**src/rtl/audio_pkg.sv**
```systemverilog
// Shared audio constants and types for the I2S output path.
// Latency: n/a (definitions only).
// Backpressure: n/a (definitions only).
package audio_pkg;

   localparam int SAMPLE_W    = 16;  // PCM sample width, two's complement
   localparam int FRAME_BITS  = 32;  // bit slots per stereo frame (16 left + 16 right)
   localparam int CLK_DIV_DEF = 16;  // default core cycles per I2S bit-clock half-period

   typedef logic signed [SAMPLE_W-1:0] sample_t;

endpackage

```
**src/rtl/i2s_clkgen.sv**
```systemverilog
// Bit-clock generator: divides the core clock down to I2S_CLK and flags its falling edges.
// Latency: o_fall is combinational and marks the cycle whose closing edge drops o_i2s_clk.
// Backpressure: none; i_en low parks the divider at 0 with the bit clock low.
//
// Ports:
//   i_clk      core clock, rising edge
//   i_rst_n    synchronous active-low reset
//   i_en       run the divider when high
//   o_i2s_clk  registered bit clock
//   o_fall     strobe, high in the cycle in which o_i2s_clk goes 1->0
module i2s_clkgen
   import audio_pkg::*;
#(
   parameter int CLK_DIV = CLK_DIV_DEF
) (
   input  logic i_clk,
   input  logic i_rst_n,
   input  logic i_en,
   output logic o_i2s_clk,
   output logic o_fall
);

   localparam int DIV_W = (CLK_DIV > 2) ? $clog2(CLK_DIV) : 1;

   logic [DIV_W-1:0] r_div;
   logic             r_i2s_clk;
   logic             w_tc;

   assign w_tc = (r_div == DIV_W'(CLK_DIV - 1));

   always_ff @(posedge i_clk) begin
      if (!i_rst_n || !i_en) begin
         r_div     <= '0;
         r_i2s_clk <= 1'b0;
      end else if (w_tc) begin
         r_div     <= '0;
         r_i2s_clk <= ~r_i2s_clk;
      end else begin
         r_div <= r_div + 1'b1;
      end
   end

   assign o_i2s_clk = r_i2s_clk;
   // Terminal count while the clock is high means the next edge drops it.
   assign o_fall    = i_rst_n && i_en && w_tc && r_i2s_clk;

endmodule

```
**src/rtl/i2s_transmitter.sv**
```systemverilog
// Mono-to-stereo I2S serializer with one-deep holding register and per-frame attenuation.
// Latency: a sample accepted before a frame start goes out in that frame; frame = 64*CLK_DIV cycles.
// Backpressure: SampleReady low while the holding register is full; it empties at each frame start.
//
// Ports:
//   CLK, Reset        core clock (rising edge) and synchronous active-low reset
//   Enable            run the serializer; low parks bit clock, WS, data and slot counter
//   Attenuation       arithmetic right-shift applied to the sample at frame start
//   Sample/SampleValid/SampleReady  valid-ready input of mono PCM samples
//   Underrun          one-cycle pulse when a frame starts with nothing held
//   I2S_CLK/I2S_WS/I2S_DATA         I2S bus to the DAC, data MSB first
module i2s_transmitter
   import audio_pkg::*;
#(
   parameter int CLK_DIV  = CLK_DIV_DEF,
   parameter int SAMPLE_W = audio_pkg::SAMPLE_W
) (
   input  logic                CLK,
   input  logic                Reset,
   input  logic                Enable,
   input  logic [3:0]          Attenuation,
   input  logic [SAMPLE_W-1:0] Sample,
   input  logic                SampleValid,
   output logic                SampleReady,
   output logic                Underrun,
   output logic                I2S_CLK,
   output logic                I2S_WS,
   output logic                I2S_DATA
);

   localparam int SLOT_W = $clog2(FRAME_BITS);
   localparam int HALF   = FRAME_BITS / 2;

   logic                       w_fall;
   logic                       w_i2s_clk;
   logic                       w_fstart;
   logic                       w_xfer;
   logic [SLOT_W-1:0]          r_slot;
   logic [SLOT_W-1:0]          w_slot_nxt;
   logic                       r_full;
   logic signed [SAMPLE_W-1:0] r_hold;
   logic signed [SAMPLE_W-1:0] r_word;   // sample of the current frame, reused for the right word
   logic signed [SAMPLE_W-1:0] r_shift;  // bits still to send in the current word
   logic signed [SAMPLE_W-1:0] w_shifted;
   logic signed [SAMPLE_W-1:0] w_load;
   logic                       r_ws;
   logic                       r_data;
   logic                       r_underrun;

   i2s_clkgen #(
      .CLK_DIV (CLK_DIV)
   ) u_clkgen (
      .i_clk     (CLK),
      .i_rst_n   (Reset),
      .i_en      (Enable),
      .o_i2s_clk (w_i2s_clk),
      .o_fall    (w_fall)
   );

   assign w_slot_nxt = r_slot + 1'b1;
   assign w_fstart   = w_fall && (r_slot == '1);
   assign w_xfer     = SampleValid && !r_full;

   // Kept as its own signed expression so the shift stays arithmetic.
   assign w_shifted  = r_hold >>> Attenuation;
   assign w_load     = r_full ? w_shifted : '0;

   // Holding register: a transfer wins over the frame-start clear, which is
   // only reachable when holding was empty (ready high) in that same cycle.
   always_ff @(posedge CLK) begin
      if (!Reset) begin
         r_full <= 1'b0;
         r_hold <= '0;
      end else if (w_xfer) begin
         r_full <= 1'b1;
         r_hold <= Sample;
      end else if (w_fstart) begin
         r_full <= 1'b0;
      end
   end

   // Slot counter and output shifter, all advancing on bit-clock fall events.
   always_ff @(posedge CLK) begin
      if (!Reset || !Enable) begin
         r_slot     <= '1;
         r_ws       <= 1'b0;
         r_data     <= 1'b0;
         r_underrun <= 1'b0;
         r_word     <= '0;
         r_shift    <= '0;
      end else begin
         r_underrun <= w_fstart && !r_full;
         if (w_fall) begin
            r_slot <= w_slot_nxt;
            // WS flips one slot ahead of each word's MSB.
            r_ws   <= (w_slot_nxt >= SLOT_W'(HALF - 1)) && (w_slot_nxt <= SLOT_W'(FRAME_BITS - 2));
            if (w_fstart) begin
               r_word  <= w_load;
               r_shift <= w_load << 1;
               r_data  <= w_load[SAMPLE_W-1];
            end else if (w_slot_nxt == SLOT_W'(HALF)) begin
               r_shift <= r_word << 1;
               r_data  <= r_word[SAMPLE_W-1];
            end else begin
               r_shift <= r_shift << 1;
               r_data  <= r_shift[SAMPLE_W-1];
            end
         end
      end
   end

   assign SampleReady = !r_full;
   assign Underrun    = r_underrun;
   assign I2S_CLK     = w_i2s_clk;
   assign I2S_WS      = r_ws;
   assign I2S_DATA    = r_data;

endmodule
```
**config.mk**
```make
export PLATFORM = sky130hd
export DESIGN_NAME = i2s_transmitter
export DESIGN_NICKNAME = d
export VERILOG_FILES = /design/src/rtl/audio_pkg.sv /design/src/rtl/i2s_clkgen.sv /design/src/rtl/i2s_transmitter.sv
export SDC_FILE = /design/constraint.sdc
export NUM_CORES = 1
export LEC_CHECK = 0
export CAP_MARGIN = 20
export CORE_MARGIN = 2
export CORE_UTILIZATION = 30
export CTS_BUF_LIST = sky130_fd_sc_hd__clkbuf_2 sky130_fd_sc_hd__clkbuf_4 sky130_fd_sc_hd__clkbuf_8
export CTS_CLUSTER_DIAMETER = 60
export DETAILED_ROUTE_END_ITERATION = 6
export SYNTH_ARGS = -nofsm -noshare
export SYNTH_HDL_FRONTEND = slang
export SYNTH_SLANG_ARGS = --single-unit
```
**constraint.sdc**
```tcl
create_clock -name CLK -period 4.7 [get_ports CLK]
set_input_delay 0.94 -clock CLK [delete_from_list [all_inputs] [get_ports CLK]]
set_output_delay 0.94 -clock CLK [all_outputs]
set_load 0.02 [all_outputs]
```
# Yosys cells after proc, flatten, opt, wreduce, memory -nomap -nowiden
# Cells that the tools add are included.
# W data, S select, Z words.
[op_classes]
n_addsub = 2
multipliers = 0
n_div = 0
n_lt_le_gt_ge = 2
n_eq_ne = 3
shifts = 1
muxes = 7
bitwise = 1
n_reduce_logical = 14
[op_table]
columns = ["operator", "count"]
rows = [
  ["$mux W16", 3],
  ["$sshr A16 B4 Y16", 1],
  ["$eq A5 B5 Y1 const B", 2],
  ["$logic_and A1 B1 Y1", 7],
  ["$add A5 B1 Y5 const B", 1],
  ["$ge A5 B4 Y1 const B", 1],
  ["$le A5 B5 Y1 const B", 1],
  ["$add A4 B1 Y4 const B", 1],
  ["$eq A4 B4 Y1 const B", 1],
  ["$mux W1", 4],
  ["$logic_not A1 Y1", 3],
  ["$reduce_and A2 Y1", 1],
  ["$reduce_bool A2 Y1", 1],
  ["$reduce_or A2 Y1", 1],
  ["$logic_or A1 B1 Y1", 1],
  ["$not A1 Y1", 1],
]
[word_totals]
reg_bits = 62
latch_bits = 0
ram_bits = 0
mem_bits_ro = 0
input_bits = 24
n_memories = 0

# Depth between registers and ports, before layout
[logic_depth]
word_depth = 6
depth_mapped = 9
mapped_depth_nobuf = 8

# Cells and area by module
# Synthesis repeated with hierarchy kept, for this count alone.
[unflattened]
cells_unflattened = 398
area_unflattened_um2 = 3379.5
[modules_own_cells]
columns = ["module", "instances", "cells_each", "area_per_inst_um2"]
rows = [
  ["i2s_transmitter", 1, 379, 3180.6],
  ["i2s_clkgen", 1, 19, 198.9],
]

# Worst setup path before layout
# OpenSTA, ideal clock, no wires.
[synth_timing]
path_type = "reg2reg"
startpoint = "reg r_slot[0]"
endpoint = "reg r_data, in the netlist I2S_DATA"
setup_time_ns = 0.130
arrival_ns = 2.166
setup_slack_ns = 2.404
stages_incl_launch_ff = 9
period_less_slack_ns = 2.296
cell_sequence = "dfxtp_1 -> ha_1 -> and3_2 -> ha_1 -> nand3_1 -> nor3_4 -> mux2_2 -> nor3_1 -> nor3_2"
[synth_via]
elab_chain_cells = 4
[synth_lines]
columns = ["item", "line_no", "source"]
rows = [
  ["start: declaration", "i2s_transmitter.sv:38", "logic [SLOT_W-1:0] r_slot;"],
  ["start signal: assignment", "i2s_transmitter.sv:94", "r_slot <= w_slot_nxt;"],
  ["$add A5 B1 Y5", "i2s_transmitter.sv:60", "assign w_slot_nxt = r_slot + 1'b1;"],
  ["via w_slot_nxt[4]", "i2s_transmitter.sv:39", "logic [SLOT_W-1:0] w_slot_nxt;"],
  ["$eq A5 B5 Y1", "i2s_transmitter.sv:101", "end else if (w_slot_nxt == SLOT_W'(HALF)) begin"],
  ["$mux W1", "i2s_transmitter.sv:101", ""],
  ["$mux W1", "i2s_transmitter.sv:97", "if (w_fstart) begin"],
  ["end signal: assignment", "i2s_transmitter.sv:100", "r_data <= w_load[SAMPLE_W-1];"],
  ["end signal: assignment", "i2s_transmitter.sv:103", "r_data <= r_word[SAMPLE_W-1];"],
  ["end signal: assignment", "i2s_transmitter.sv:106", "r_data <= r_shift[SAMPLE_W-1];"],
  ["end: declaration", "i2s_transmitter.sv:47", "logic r_data;"],
]
# The timed path passes the listed nets, and every way through them passes these cells.
# A chain may end at the register's enable or synchronous reset.

# Final worst setup path
[layout_timing]
startpoint = "in Attenuation[1]"
endpoint = "reg r_shift[9]"
[layout_via]
elab_chain_cells = 3
[layout_lines]
columns = ["item", "line_no", "source"]
rows = [
  ["start: declaration", "i2s_transmitter.sv:21", "input logic [3:0] Attenuation,"],
  ["$sshr A16 B4 Y16", "i2s_transmitter.sv:65", "assign w_shifted = r_hold >>> Attenuation;"],
  ["$mux W16", "i2s_transmitter.sv:66", "assign w_load = r_full ? w_shifted : '0;"],
  ["$mux W16", "i2s_transmitter.sv:97", ""],
  ["end signal: assignment", "i2s_transmitter.sv:99", "r_shift <= w_load << 1;"],
  ["end signal: assignment", "i2s_transmitter.sv:102", "r_shift <= r_word << 1;"],
  ["end signal: assignment", "i2s_transmitter.sv:105", "r_shift <= r_shift << 1;"],
  ["end: declaration", "i2s_transmitter.sv:43", "logic signed [SAMPLE_W-1:0] r_shift;"],
]
# No other way between the ends.

==> impl_metrics.sql <==
INSERT INTO impl_metrics (metric_group, metric, value, unit) VALUES
('yosys', 'synth-main-ff-cell', 'dfxtp_1', ''),
('run_status', 'outcome', 'finished clean', ''),
('power_and_ir_drop', 'power-per-cell-area', '277', 'mW/mm^2'),
('setup_path', 'kind_of_cell_with_the_highest_combined_delay_on_the_critical_path', 'buffers and inverters', ''),
('grt', 'track_usage', '0.147', ''),
('cts', 'clock_tree.htree_level_count', '3', ''),
('timing', 'worst_slew_pin_tran', '1000', 'ps'),
('detailed_routing', 'mean_number_of_vias_per_cell', '5.31', ''),
('timing', 'final-setup-viol-count', '0', ''),
('cts', 'cts_tree', 'done', ''),
('setup_path', 'timing.critical_path.cells', 'clkdlybuf4s50_1 -> mux2_2 -> mux2i_1 -> nand2_1 -> o311a_1 -> a211o_1', ''),
('place', 'detailed_place.area', '0.00369', 'sq mm'),
('grt', 'grt_start_max_net_pins', '26', ''),
('yosys', 'synthesis.area_per_instance', '9.03', 'sq um'),
('setup_path', 'type_of_the_setup_path_with_the_least_slack', 'in2reg', ''),
('cts', 'worstSkewPairLatency', '340', 'ps'),
('place', 'gp_routability_congestion', '0.826', ''),
('yosys', 'synthMostInstantiatedCell', 'nand2_1', ''),
('floorplanning', 'placementRows', '38', ''),
('cts', 'ctsHoldBuffers', '0', ''),
('floorplanning', 'i_o_pin_total', '29', ''),
('detailed_routing', 'finalWirelength', '8120', 'um'),
('place', 'placed_cells_incl_taps', '518', ''),
('setup_path', 'crit_path_end_kind', 'register', ''),
('place', 'dp_worst_setup_slack', '1170', 'ps'),
('layout', 'final_nets', '419', ''),
('timing', 'report.final.slew_viol_count', '0', ''),
('setup_path', 'arr_time_crit_path', '3440', 'ps'),
('detailed_routing', 'avgRoutedWirePerCell', '15.2', 'um'),
('timing', 'rsz0062_at_grt', 'no', ''),
('grt', 'global_route_wire_length_before_repair', '13800', 'um'),
('place', 'portBuffers', '28', ''),
('detailed_routing', 'drt_pre_antenna_iters', '4', ''),
('place', 'dpl.hpwl', '5840', 'um'),
('cts', 'clock_path_buffers', '2', ''),
('setup_path', 'timing.critical_path.slowest_stage_cell', 'clkdlybuf4s50_1', ''),
('setup_path', 'critPathRequiredTime', '4930', 'ps'),
('yosys', 'synthDistinctLibCells', '73', ''),
('cts', 'clock_sinks', '61', ''),
('detailed_routing', 'ant_nets', '0', ''),
('yosys', 'synth_edf_count', '0', ''),
('cts', 'number_of_buffers_created_by_cts', '9', ''),
('timing', 'clock.fmax', '0.311', 'GHz'),
('yosys', 'synthDominantCellAreaShare', '0.360', ''),
('min_path', 'min_path_type', 'reg2reg', ''),
('layout', 'post_layout_nonfiller_instances', '535', ''),
('cts', 'clk_transition_reported_paths', '60', 'ps'),
('yosys', 'post_synth_main_area_contributors', 'dfxtp_1, mux2i_1, nand2_1', ''),
('timing', 'fin_worst_skew', '6.88', 'ps'),
('floorplanning', 'initial_utilization', '0.310', ''),
('timing', 'post-route-worst-setup-slack', '1490', 'ps'),
('yosys', 'synth_fp_nets', '405', ''),
('yosys', 'ys_seq_area_frac', '0.360', ''),
('layout', 'synth_to_final_area_change', '14.4', '%'),
('setup_path', 'cpPeakStageDelay', '1130', 'ps'),
('timing', 'final.setup.tns', '0', 'ps'),
('floorplanning', 'die-width', '110', 'um'),
('yosys', 'syn-instance-count', '376', ''),
('timing', 'rel_slew_slack', '0.329', ''),
('yosys', 'yosysWarningCount', '0', ''),
('timing', 'layout_worst_path_cycle_share', '0.684', ''),
('yosys', 'syn-cell-area', '0.00339', 'sq mm'),
('floorplanning', 'fp.dieArea', '0.0122', 'sq mm'),
('setup_path', 'worstPathMaxFanout', '25', ''),
('timing', 'period_minus_slack', '3210', 'ps'),
('grt', 'first_global_vias', '2732', ''),
('grt', 'gr-total-overflow', '0', ''),
('power_and_ir_drop', 'max_ir_drop_vdd', '0.182', 'mV'),
('layout', 'num_antenna_cells', '0', ''),
('cts', 'post-cts-setup-buffers', '0', ''),
('detailed_routing', 'drc', '0', '');
## worst paths after layout
kind	from	cells after the start	endpoint	slack, ps
max	Attenuation[1]	6	r_shift[9]	1490
min	r_word[9]	2	r_word[9]	450
max reg2reg	r_slot[0]	8	I2S_DATA	1730
min reg2reg	r_word[9]	2	r_word[9]	450
## registers in the layout, summed over array words and instances, names as in the netlist
signal	cells
r_hold	16
r_word	16
r_shift	15
r_slot	5
u_clkgen.r_div	4
I2S_DATA	1
I2S_WS	1
Underrun	1
r_full	1
u_clkgen.o_i2s_clk	1
## power breakdown
group | leakage [nW] | total, W | internal [W] | switching [W]
combinational | 0.845 | 0.000112 | 0.0000515 | 0.0000607
sequential | 0.494 | 0.000538 | 0.000526 | 0.0000121
clock | 0.0956 | 0.000426 | 0.000223 | 0.000202
total | 1.44 | 0.00108 | 0.000801 | 0.000275
## logic make-up after synthesis
| kind of cell | after synthesis | synth area share |
|---|---|---|
| and+or+nand+nor | 140 | 0.205 |
| AOI/OAI and AO/OA | 89 | 0.199 |
| DFF | 61 | 0.360 |
| muxes | 43 | 0.152 |
| buffers and inverters | 34 | 0.0549 |
| adders and majority gates | 5 | 0.0184 |
| xor gates and xnor gates | 4 | 0.0103 |
## stage by stage
step	power (W)	util	hold WS, ps
2_1_floorplan	0.000623	-	422
3_3_place_gp	0.000659	0.338	432
3_5_place_dp	0.000661	0.338	434
4_1_cts	0.00108	0.354	446
5_1_grt	0.00112	0.355	462
6_report	0.00108	0.355	445
## worst register-to-register path: cells and delay by family, from the launching register on
kind	cells	cell delay (ps)
AND/OR/NAND/NOR	5	1420
adder cells (fa/ha/maj)	2	630
multiplexers	1	420
flip-flops	1	390
## layout by cell type, fill, tap and decap left out, drive strengths merged, types with 2 or more instances in the layout
| master | instances |
|---|---|
| ha | 5 |
| or2 | 2 |
| o21ai | 12 |
| a21oi | 13 |
| nor4 | 2 |
| mux2i | 29 |
| dfxtp | 61 |
| clkbuf | 12 |
| mux2 | 8 |
| or4 | 3 |
| clkinv | 3 |
| nand4 | 3 |
| and2 | 2 |
| nor2b | 3 |
| nand4b | 2 |
| nand2 | 75 |
| a22oi | 2 |
| or3 | 2 |
| a211o | 2 |
| xnor2 | 3 |
| nand2b | 3 |
| a2bb2oi | 2 |
| o211a | 2 |
| o2111ai | 3 |
| o211ai | 12 |
| a222oi | 3 |
| mux4 | 6 |
| a21o | 4 |
| and3 | 3 |
| o221ai | 2 |
| a21boi | 17 |
| nor3 | 6 |
| clkdlybuf4s50 | 28 |
| a31oi | 3 |
| nor2 | 23 |
| inv | 8 |
| nand3 | 7 |
## routing by layer
layer  track usage  routed length [um]
met3        0.0323                 362
met2         0.247                4000
met1         0.188                3650
met5             0                   0
met4        0.0482                 104
## cell type report
class	instances	area [sq um]
fill	1151	7050
multi-input combinational	281	1990
sequential	61	1220
timing repair buffer	29	288
tap	140	175
clock buffer	12	159
inverter	8	30.0
clock inverter	4	22.5
Note: power is estimated with default switching activity, not from simulation.
